### config.mk
export PLATFORM = sky130hd
export DESIGN_NAME = lector_ram_audio_flat
export DESIGN_NICKNAME = d
export VERILOG_FILES = /design/src/rtl/lector_ram_audio_if.sv /design/src/rtl/lector_ram_audio.sv /design/src/flat_wrapper.sv
export SDC_FILE = /design/constraint.sdc
export NUM_CORES = 1
export LEC_CHECK = 0
export ABC_AREA = 1
export ABC_CLOCK_PERIOD_IN_PS = 3860
export CAP_MARGIN = 25
export CORE_ASPECT_RATIO = 1.2
export CORE_UTILIZATION = 55
export DETAILED_ROUTE_END_ITERATION = 6
export MAX_ROUTING_LAYER = met4
export PLACE_DENSITY = 0.84
export SYNTH_ARGS = -nofsm -noshare
export SYNTH_HDL_FRONTEND = slang
export SYNTH_SLANG_ARGS = --single-unit
### constraint.sdc
create_clock -name clk -period 3.86 [get_ports clk]
set_clock_uncertainty 0.05 [all_clocks]
set_input_delay 0.772 -clock clk [delete_from_list [all_inputs] [get_ports clk]]
set_output_delay 0.772 -clock clk [all_outputs]
set_load 0.05 [all_outputs]
### src/rtl/lector_ram_audio_if.sv
// Asynchronous PSRAM read bus between the audio reader and the external device.
interface lector_ram_audio_if;
    logic [22:0] ram_addr;
    logic [15:0] ram_dq;
    logic        ram_ce_n;
    logic        ram_oe_n;
    logic        ram_we_n;
    logic        ram_adv_n;
    logic        ram_ub_n;
    logic        ram_lb_n;

    modport master (
        output ram_addr, ram_ce_n, ram_oe_n, ram_we_n, ram_adv_n, ram_ub_n, ram_lb_n,
        input  ram_dq
    );

    modport slave (
        input  ram_addr, ram_ce_n, ram_oe_n, ram_we_n, ram_adv_n, ram_ub_n, ram_lb_n,
        output ram_dq
    );
endinterface

### src/rtl/lector_ram_audio.sv
// Reads one PSRAM audio byte per habilitador phase (song / effect), mixes with saturation, drives PWM.
// state   | meaning
// REPOSO  | idle, waits for a pending phase request
// PREPARA | address and chip enable applied, output enable still high
// LEER    | output enable low for LEER_CICLOS clocks
// CAPTURA | byte captured, bus released
// MEZCLA  | saturated mix registered into muestra
module lector_ram_audio #(
    parameter int unsigned LEER_CICLOS = 5,
    parameter logic [7:0]  SILENCIO    = 8'h80
) (
    input  logic                      clk,
    input  logic                      reset_n,
    input  logic                      habilitador,
    input  logic [25:0]               direccion_ram,
    input  logic                      enable,
    lector_ram_audio_if.master        ram,
    output logic                      audio_pwm,
    output logic [7:0]                muestra
);
    localparam int unsigned EW = $clog2(LEER_CICLOS + 1);

    typedef enum logic [2:0] {REPOSO, PREPARA, LEER, CAPTURA, MEZCLA} estado_t;

    estado_t        estado_q;
    logic [22:0]    ram_addr_q;
    logic           ce_n_q, oe_n_q;
    logic [EW-1:0]  espera_q;
    logic           dir_lsb_q, fase_lat_q;

    logic           sync1_q, sync2_q, dly_q, pendiente_q, fase_q, en_prev_q, pwm_q;
    logic           sync1_d, sync2_d, dly_d, pendiente_d, fase_d, en_prev_d, pwm_d;
    logic [7:0]     cancion_q, efecto_q, muestra_q, contador_q, cmp_q;
    logic [7:0]     cancion_d, efecto_d, muestra_d, contador_d, cmp_d;

    logic           flanco, pend_eff, fase_eff, servicio, captura, en_rise, efecto_idle;
    logic [7:0]     byte_leido, mezcla;
    logic signed [9:0] suma;

    always_comb begin
        sync1_d     = habilitador;
        sync2_d     = sync1_q;
        dly_d       = sync2_q;
        flanco      = sync2_q ^ dly_q;
        pend_eff    = pendiente_q | flanco;
        fase_eff    = flanco ? sync2_q : fase_q;
        servicio    = (estado_q == REPOSO) && pend_eff;
        pendiente_d = pend_eff && !servicio;
        fase_d      = fase_eff;
        efecto_idle = servicio && fase_eff && (direccion_ram == 26'd0);

        en_prev_d   = enable;
        en_rise     = enable && !en_prev_q;

        captura     = (estado_q == LEER) && (espera_q == '0);
        byte_leido  = dir_lsb_q ? ram.ram_dq[7:0] : ram.ram_dq[15:8];

        cancion_d = cancion_q;
        efecto_d  = efecto_q;
        if (en_rise) begin
            cancion_d = SILENCIO;
            efecto_d  = SILENCIO;
        end else if (efecto_idle) begin
            efecto_d  = SILENCIO;
        end else if (captura) begin
            if (fase_lat_q) efecto_d  = byte_leido;
            else            cancion_d = byte_leido;
        end

        suma = $signed({2'b00, cancion_q}) + $signed({2'b00, efecto_q}) - 10'sd128;
        if (suma < 10'sd0)        mezcla = 8'h00;
        else if (suma > 10'sd255) mezcla = 8'hFF;
        else                      mezcla = suma[7:0];

        muestra_d = muestra_q;
        if (estado_q == MEZCLA) muestra_d = enable ? SILENCIO : mezcla;

        // compare register only reloads at period end so a duty cycle is never split
        contador_d = contador_q + 8'd1;
        cmp_d      = (contador_q == 8'hFF) ? muestra_q : cmp_q;
        pwm_d      = contador_q < cmp_q;
    end

    always_ff @(posedge clk or negedge reset_n) begin
        if (!reset_n) begin
            sync1_q     <= 1'b0;
            sync2_q     <= 1'b0;
            dly_q       <= 1'b0;
            pendiente_q <= 1'b0;
            fase_q      <= 1'b0;
            en_prev_q   <= 1'b0;
            cancion_q   <= SILENCIO;
            efecto_q    <= SILENCIO;
            muestra_q   <= SILENCIO;
            contador_q  <= 8'h00;
            cmp_q       <= SILENCIO;
            pwm_q       <= 1'b0;
        end else begin
            sync1_q     <= sync1_d;
            sync2_q     <= sync2_d;
            dly_q       <= dly_d;
            pendiente_q <= pendiente_d;
            fase_q      <= fase_d;
            en_prev_q   <= en_prev_d;
            cancion_q   <= cancion_d;
            efecto_q    <= efecto_d;
            muestra_q   <= muestra_d;
            contador_q  <= contador_d;
            cmp_q       <= cmp_d;
            pwm_q       <= pwm_d;
        end
    end

    always_ff @(posedge clk or negedge reset_n) begin
        if (!reset_n) begin
            estado_q   <= REPOSO;
            ram_addr_q <= '0;
            ce_n_q     <= 1'b1;
            oe_n_q     <= 1'b1;
            espera_q   <= '0;
            dir_lsb_q  <= 1'b0;
            fase_lat_q <= 1'b0;
        end else begin
            case (estado_q)
                REPOSO: if (pend_eff) begin
                    fase_lat_q <= fase_eff;
                    dir_lsb_q  <= direccion_ram[0];
                    if (fase_eff && (direccion_ram == 26'd0)) begin
                        estado_q <= MEZCLA;
                    end else begin
                        estado_q   <= PREPARA;
                        ram_addr_q <= direccion_ram[23:1];
                        ce_n_q     <= 1'b0;
                        oe_n_q     <= 1'b1;
                    end
                end
                PREPARA: begin
                    estado_q <= LEER;
                    oe_n_q   <= 1'b0;
                    espera_q <= EW'(LEER_CICLOS - 1);
                end
                LEER: if (espera_q == '0) begin
                    estado_q <= CAPTURA;
                    ce_n_q   <= 1'b1;
                    oe_n_q   <= 1'b1;
                end else begin
                    espera_q <= espera_q - EW'(1);
                end
                CAPTURA: estado_q <= MEZCLA;
                MEZCLA:  estado_q <= REPOSO;
                default: estado_q <= REPOSO;
            endcase
        end
    end

    assign ram.ram_addr  = ram_addr_q;
    assign ram.ram_ce_n  = ce_n_q;
    assign ram.ram_oe_n  = oe_n_q;
    assign ram.ram_we_n  = 1'b1;
    assign ram.ram_adv_n = 1'b0;
    assign ram.ram_ub_n  = 1'b0;
    assign ram.ram_lb_n  = 1'b0;
    assign audio_pwm     = pwm_q;
    assign muestra       = muestra_q;
endmodule

### src/flat_wrapper.sv
// flat-port wrapper written by rule: the top's interface ports become plain ports
module lector_ram_audio_flat 
#(
    parameter int unsigned LEER_CICLOS = 5,
    parameter logic [7:0]  SILENCIO    = 8'h80
)
  (clk, reset_n, habilitador, direccion_ram, enable, audio_pwm, muestra, ram_ram_addr, ram_ram_ce_n, ram_ram_oe_n, ram_ram_we_n, ram_ram_adv_n, ram_ram_ub_n, ram_ram_lb_n, ram_ram_dq);
  lector_ram_audio_if ram_i ();
  input  logic clk;
  input  logic reset_n;
  input  logic habilitador;
  input  logic [25:0] direccion_ram;
  input  logic enable;
  output logic audio_pwm;
  output logic [7:0] muestra;
  output wire logic [$bits(ram_i.ram_addr)-1:0] ram_ram_addr;
  output wire logic [$bits(ram_i.ram_ce_n)-1:0] ram_ram_ce_n;
  output wire logic [$bits(ram_i.ram_oe_n)-1:0] ram_ram_oe_n;
  output wire logic [$bits(ram_i.ram_we_n)-1:0] ram_ram_we_n;
  output wire logic [$bits(ram_i.ram_adv_n)-1:0] ram_ram_adv_n;
  output wire logic [$bits(ram_i.ram_ub_n)-1:0] ram_ram_ub_n;
  output wire logic [$bits(ram_i.ram_lb_n)-1:0] ram_ram_lb_n;
  input wire logic [$bits(ram_i.ram_dq)-1:0] ram_ram_dq;
  assign ram_ram_addr = ram_i.ram_addr;
  assign ram_ram_ce_n = ram_i.ram_ce_n;
  assign ram_ram_oe_n = ram_i.ram_oe_n;
  assign ram_ram_we_n = ram_i.ram_we_n;
  assign ram_ram_adv_n = ram_i.ram_adv_n;
  assign ram_ram_ub_n = ram_i.ram_ub_n;
  assign ram_ram_lb_n = ram_i.ram_lb_n;
  assign ram_i.ram_dq = ram_ram_dq;
  lector_ram_audio #(.LEER_CICLOS(LEER_CICLOS), .SILENCIO(SILENCIO)) u_core (.clk(clk), .reset_n(reset_n), .habilitador(habilitador), .direccion_ram(direccion_ram), .enable(enable), .ram(ram_i), .audio_pwm(audio_pwm), .muestra(muestra));
endmodule
Word-level counts from Yosys, hierarchy flattened
Index checks and enable logic that the tools add are counted.

Register bits: 80. Bits of input ports: 46. Output and inout bits: 38. Word-level logic and storage cells: 92.

Add/sub/neg operators: 4. Order comparisons: 3. Equal/unequal tests: 11. Mux-type cells: 26. Bitwise logic cells: 3. Reduce and logical (&&, ||, !) cells: 26.

Operators with widths (count): 2-to-1 mux 8 bit (12); logical NOT 26 bit (1); 2-to-1 mux 3 bit (4); case mux 3 bit (4 select lines) (1); > comparator 10 x 9 -> 1 bit (second input constant) (1); less-than comparator 10 x 1 -> 1 bit (second input constant) (1); subtractor 10 x 9 -> 10 bit (second input constant) (1); adder 8 x 8 -> 9 bit (1); nonzero test 3 bit (3); adder 8 x 1 -> 8 bit (second input constant) (1); == test 8 bit (second input constant) (1); less-than comparator 8 bit (1); != test 2 bit (second input constant) (4); AND reduction 2 bit (4); AND reduction 4 bit (2); logical AND 1 bit (7); == test 3 x 2 -> 1 bit (second input constant) (2); logical NOT 3 bit (2); 2-to-1 mux 1 bit (6); case mux 3 bit (2 select lines) (1); AND reduction 3 bit (2); nonzero test 2 bit (3); != test 2 x 1 -> 1 bit (second input constant) (2); == test 3 x 1 -> 1 bit (second input constant) (1); 8 further kinds (9).

Depth between registers and ports, before layout
Word-level depth: 7. Mapped depth: 12.

Least setup slack after synthesis
No wires, ideal clock.

Kind: input -> register. From: in direccion_ram[21]. To: reg u_core.ram_addr_q[10], in the netlist u_core.ram.ram_addr[10]. Setup time: 0.122 ns. Arrival: 1.643 ns. Slack: 2.045 ns. Cell stages on the path: 9. Buffers on the path: 1. Cell sequence: nor2_1 nand3_1 nor2_1 nand2_1 nor2_4 nand2_2 nand2_4 buf_4 o21ai_1.

Word-level cells in the longest chain between the ends: 4.

Ends and longest elaborated chain: from (decl) (line flat_wrapper.sv:12) `input logic [25:0] direccion_ram;`; logical NOT 26 bit (line lector_ram_audio.sv:128) `if (fase_eff && (direccion_ram == 26'd0)) begin`; logical AND 1 bit (line lector_ram_audio.sv:128); NOT 1 bit (no line); AND reduction 3 bit (no line); to (signal assigned) (line lector_ram_audio.sv:132) `ram_addr_q <= direccion_ram[23:1];`; to (decl) (line lector_ram_audio.sv:26) `logic [22:0] ram_addr_q;`.

No other way between the ends. A chain may end at the register's enable or synchronous reset.

Worst setup path after layout
From: reg u_core.muestra_q[7], in the netlist u_core.muestra[7]. To: out muestra[7].

RTL lines: from (decl) (line lector_ram_audio.sv:33) `logic [7:0] cancion_q, efecto_q, muestra_q, contador_q, cmp_q;`; from (signal assigned) (line lector_ram_audio.sv:107) `muestra_q <= muestra_d;`; to (decl) (line flat_wrapper.sv:15) `output logic [7:0] muestra;`.

No word-level cell between the ends.

==> metrics.txt <==
Buf/Inv on CP=1; Critical path origin=u_core.muestra[7]; nets=626; Worst setup SP type=flop; Adder-Cell Fraction of Synth Area=6.061%; ant diodes=0; Worst EP required=3.04 ns; largest stage delay on the critical path=0.81 ns; CTS resizes=0; Starting Density=57.99%; Post-Place Setup Slack=1.228 ns; synthesized area=4046 um^2; utilization after layout=73.18%; Top Family by Delay on Critical Path=buffers and inverters; top-area cell type share of the netlist area=45.76%; Clock Tree Root=clkbuf_8; total power=3.779 mW; Synth Area per Inst=8.430 um^2; Routed Antenna Nets=0; initial antenna violation count=0; PwrDens=740.0 nW/um^2; Overall Global Routing Usage=24.63%; detailed placement HPWL=6.274 mm; top cells by count, synth=nand2_1, dfrtp_1, inv_1; routed length per instance=12.74 um; Crit-path slowest cell=clkdlybuf4s50_1; Synth Area in Simple Gates=25.66%; Final period util=65.70%; hold buffers post-CTS=0; die area=7706 um^2; final worst path period need=2.536 ns; Final Slew Violations=0; GPL Wtd Cong=0.8846; chip height=95.96 um; xor/xnor share of the synthesized area=1.948%; initial DRC count=138; fraction of registers with async set/reset=100.0%; worst-margin pin slew=0.6164 ns; mux cell area share after synthesis=2.041%; min-delay worst type=primary input to async pin; Worst-path clk slew=0.09 ns; Via Count=3247; most frequent cell after synthesis=nand2_1; Port Buffers=79; Max Clk Rate=394.3 MHz; Hold Fails Final Rpt=0; DR pass1 iterations=4; Setup CP Type=flop to output port; number of synthesized flops with an enable pin=0; vias in the first global route=3202; Clock Latency Late Sink=0.35 ns; Crit Reg-Reg Startpoint=u_core.contador_q[1]; Max IR drop VDD=635.0 uV; setup bufs post-CTS=0; Pleak=2.628 nW; synth warn=0; # setup viols final=0; CTS H-tree depth=3; Netlist cell types=39; CP arrival=1.71 ns; Synth Area in Compound Gates=6.092%; Rows=33; via/cell ratio=4.972; maximum number of pins on one net before global-route repair=81; total CTS buffers=9; top_reg_cell synth=dfrtp_1; CTS tree=done; RSZ-0062 raised after global routing=false; post-route worst setup slack=1.324 ns; dominant cell type by area after synthesis=dfrtp_1; Clock Path Buffers=2; Syn Inst Count=480; Die Wd=80.30 um; fraction of layout cells with a size suffix above 1=8.834%; critical path endpoint category=output port; MaxCap Viol Count=0; drt drc=0; synth-to-layout area growth=26.19%; register area share after synthesis=49.66%; Overflow after GRT=0; main combinational cell family by area after synthesis=simple AND/OR/NAND/NOR gates; status=complete, no violations; main area contributors after synthesis=dfrtp_1, nand2_1, ha_1; IO Pins=84; Slew HR=58.59%; flops & latches, synth=80; setup TNS=0 ns; clk sink count=80; Post-Route WL=8.322 mm; critical-path cell list=clkdlybuf4s50_1; Core ar.=6978 um^2; Max FO, Critical Path=3; global-route wire length before repair=13.99 mm
-- per-layer routing --
layer | GRT usage, % | share of wire, %
met1 | 27.80 | 42
met4 | 10.71 | 2.0
met5 | - | 0
met3 | 3.318 | 2.8
met2 | 43.66 | 53
-- layout make-up --
class	count	area, um^2
inverter	65	245.2
clock buffer	10	127.6
sequential	80	2009
timing repair buffer	80	815.8
multi-input combinational	325	1707
clock inverter	6	92.59
fill	531	1872
tap	87	108.9
-- cells in the final DEF, fill, tap and decap left out, types with 2 or more instances in the layout --
master / netlist / routed
a21oi_1: 17 / 17
bufinv_16: 0 / 2
clkbuf_8: 0 / 9
clkdlybuf4s50_1: 0 / 78
clkinvlp_4: 0 / 2
conb_1: 2 / 4
dfrtp_1: 74 / 74
dfstp_2: 6 / 6
ha_1: 18 / 18
inv_1: 50 / 50
inv_2: 14 / 14
mux2i_1: 6 / 6
nand2_1: 150 / 150
nand2_2: 3 / 3
nand3_1: 31 / 31
nand3b_1: 3 / 3
nand4_1: 11 / 11
nor2_1: 32 / 32
nor3_1: 2 / 2
o21ai_0: 6 / 6
o21ai_1: 17 / 17
or2_1: 2 / 2
xnor2_1: 2 / 2
xor2_1: 7 / 7
-- worst paths after layout --
path                                     endpoint  slack (ns)  cells past startpoint
min reg2reg                          u_core.dly_d        0.33                      0
max reg2reg                       u_core.cmp_q[0]        1.95                      5
max in group asynchronous     u_core.ram.ram_oe_n        3.01                      2
min in group clk                     u_core.dly_d        0.33                      0
max                                    muestra[7]        1.32                      1
min                        u_core.ram.ram_addr[7]        0.16                      1
-- state kept, by name, indices dropped and copies added, names as in the netlist, 3 cells and up --
name and flops:
u_core.estado_q 3, u_core.contador_q 8, u_core.cmp_q 8, u_core.efecto_q 8, u_core.espera_q 3, u_core.ram.ram_addr 23
u_core.muestra 8, u_core.cancion_q 8
-- worst reg2reg max path, cell delays in order, from the launching register on --
cell     delay, ns
dfrtp_1       0.39
ha_1          0.19
nand2_1       0.09
nor3b_2       0.23
nand3_1       0.40
mux2_1        0.45
-- where the power goes --
part,total [mW],internal [mW],switching [mW]
registers,1.30,1.11,0.185
clock network,0.683,0.368,0.315
logic,1.80,0.603,1.20
-- per-stage QoR --
step	instance area, um^2	hold WS [ns]	std cells
after floorplan	4054	0.2812	482
after global placement	4858	0.2838	636
after detailed placement	4858	0.3192	636
after CTS	5079	0.3365	652
after global routing	5106	0.1510	653
final	5106	0.1645	653
-- cell families after synthesis --
group,count (synthesis)
adder cells (fa/ha/maj),19
flip-flops,80
AO/OA/AOI/OAI,45
XOR/XNOR,9
buffers and inverters,77
multiplexers,8
other,2
AND/OR/NAND/NOR,240
No activity file was read; power rests on OpenSTA's default activity.
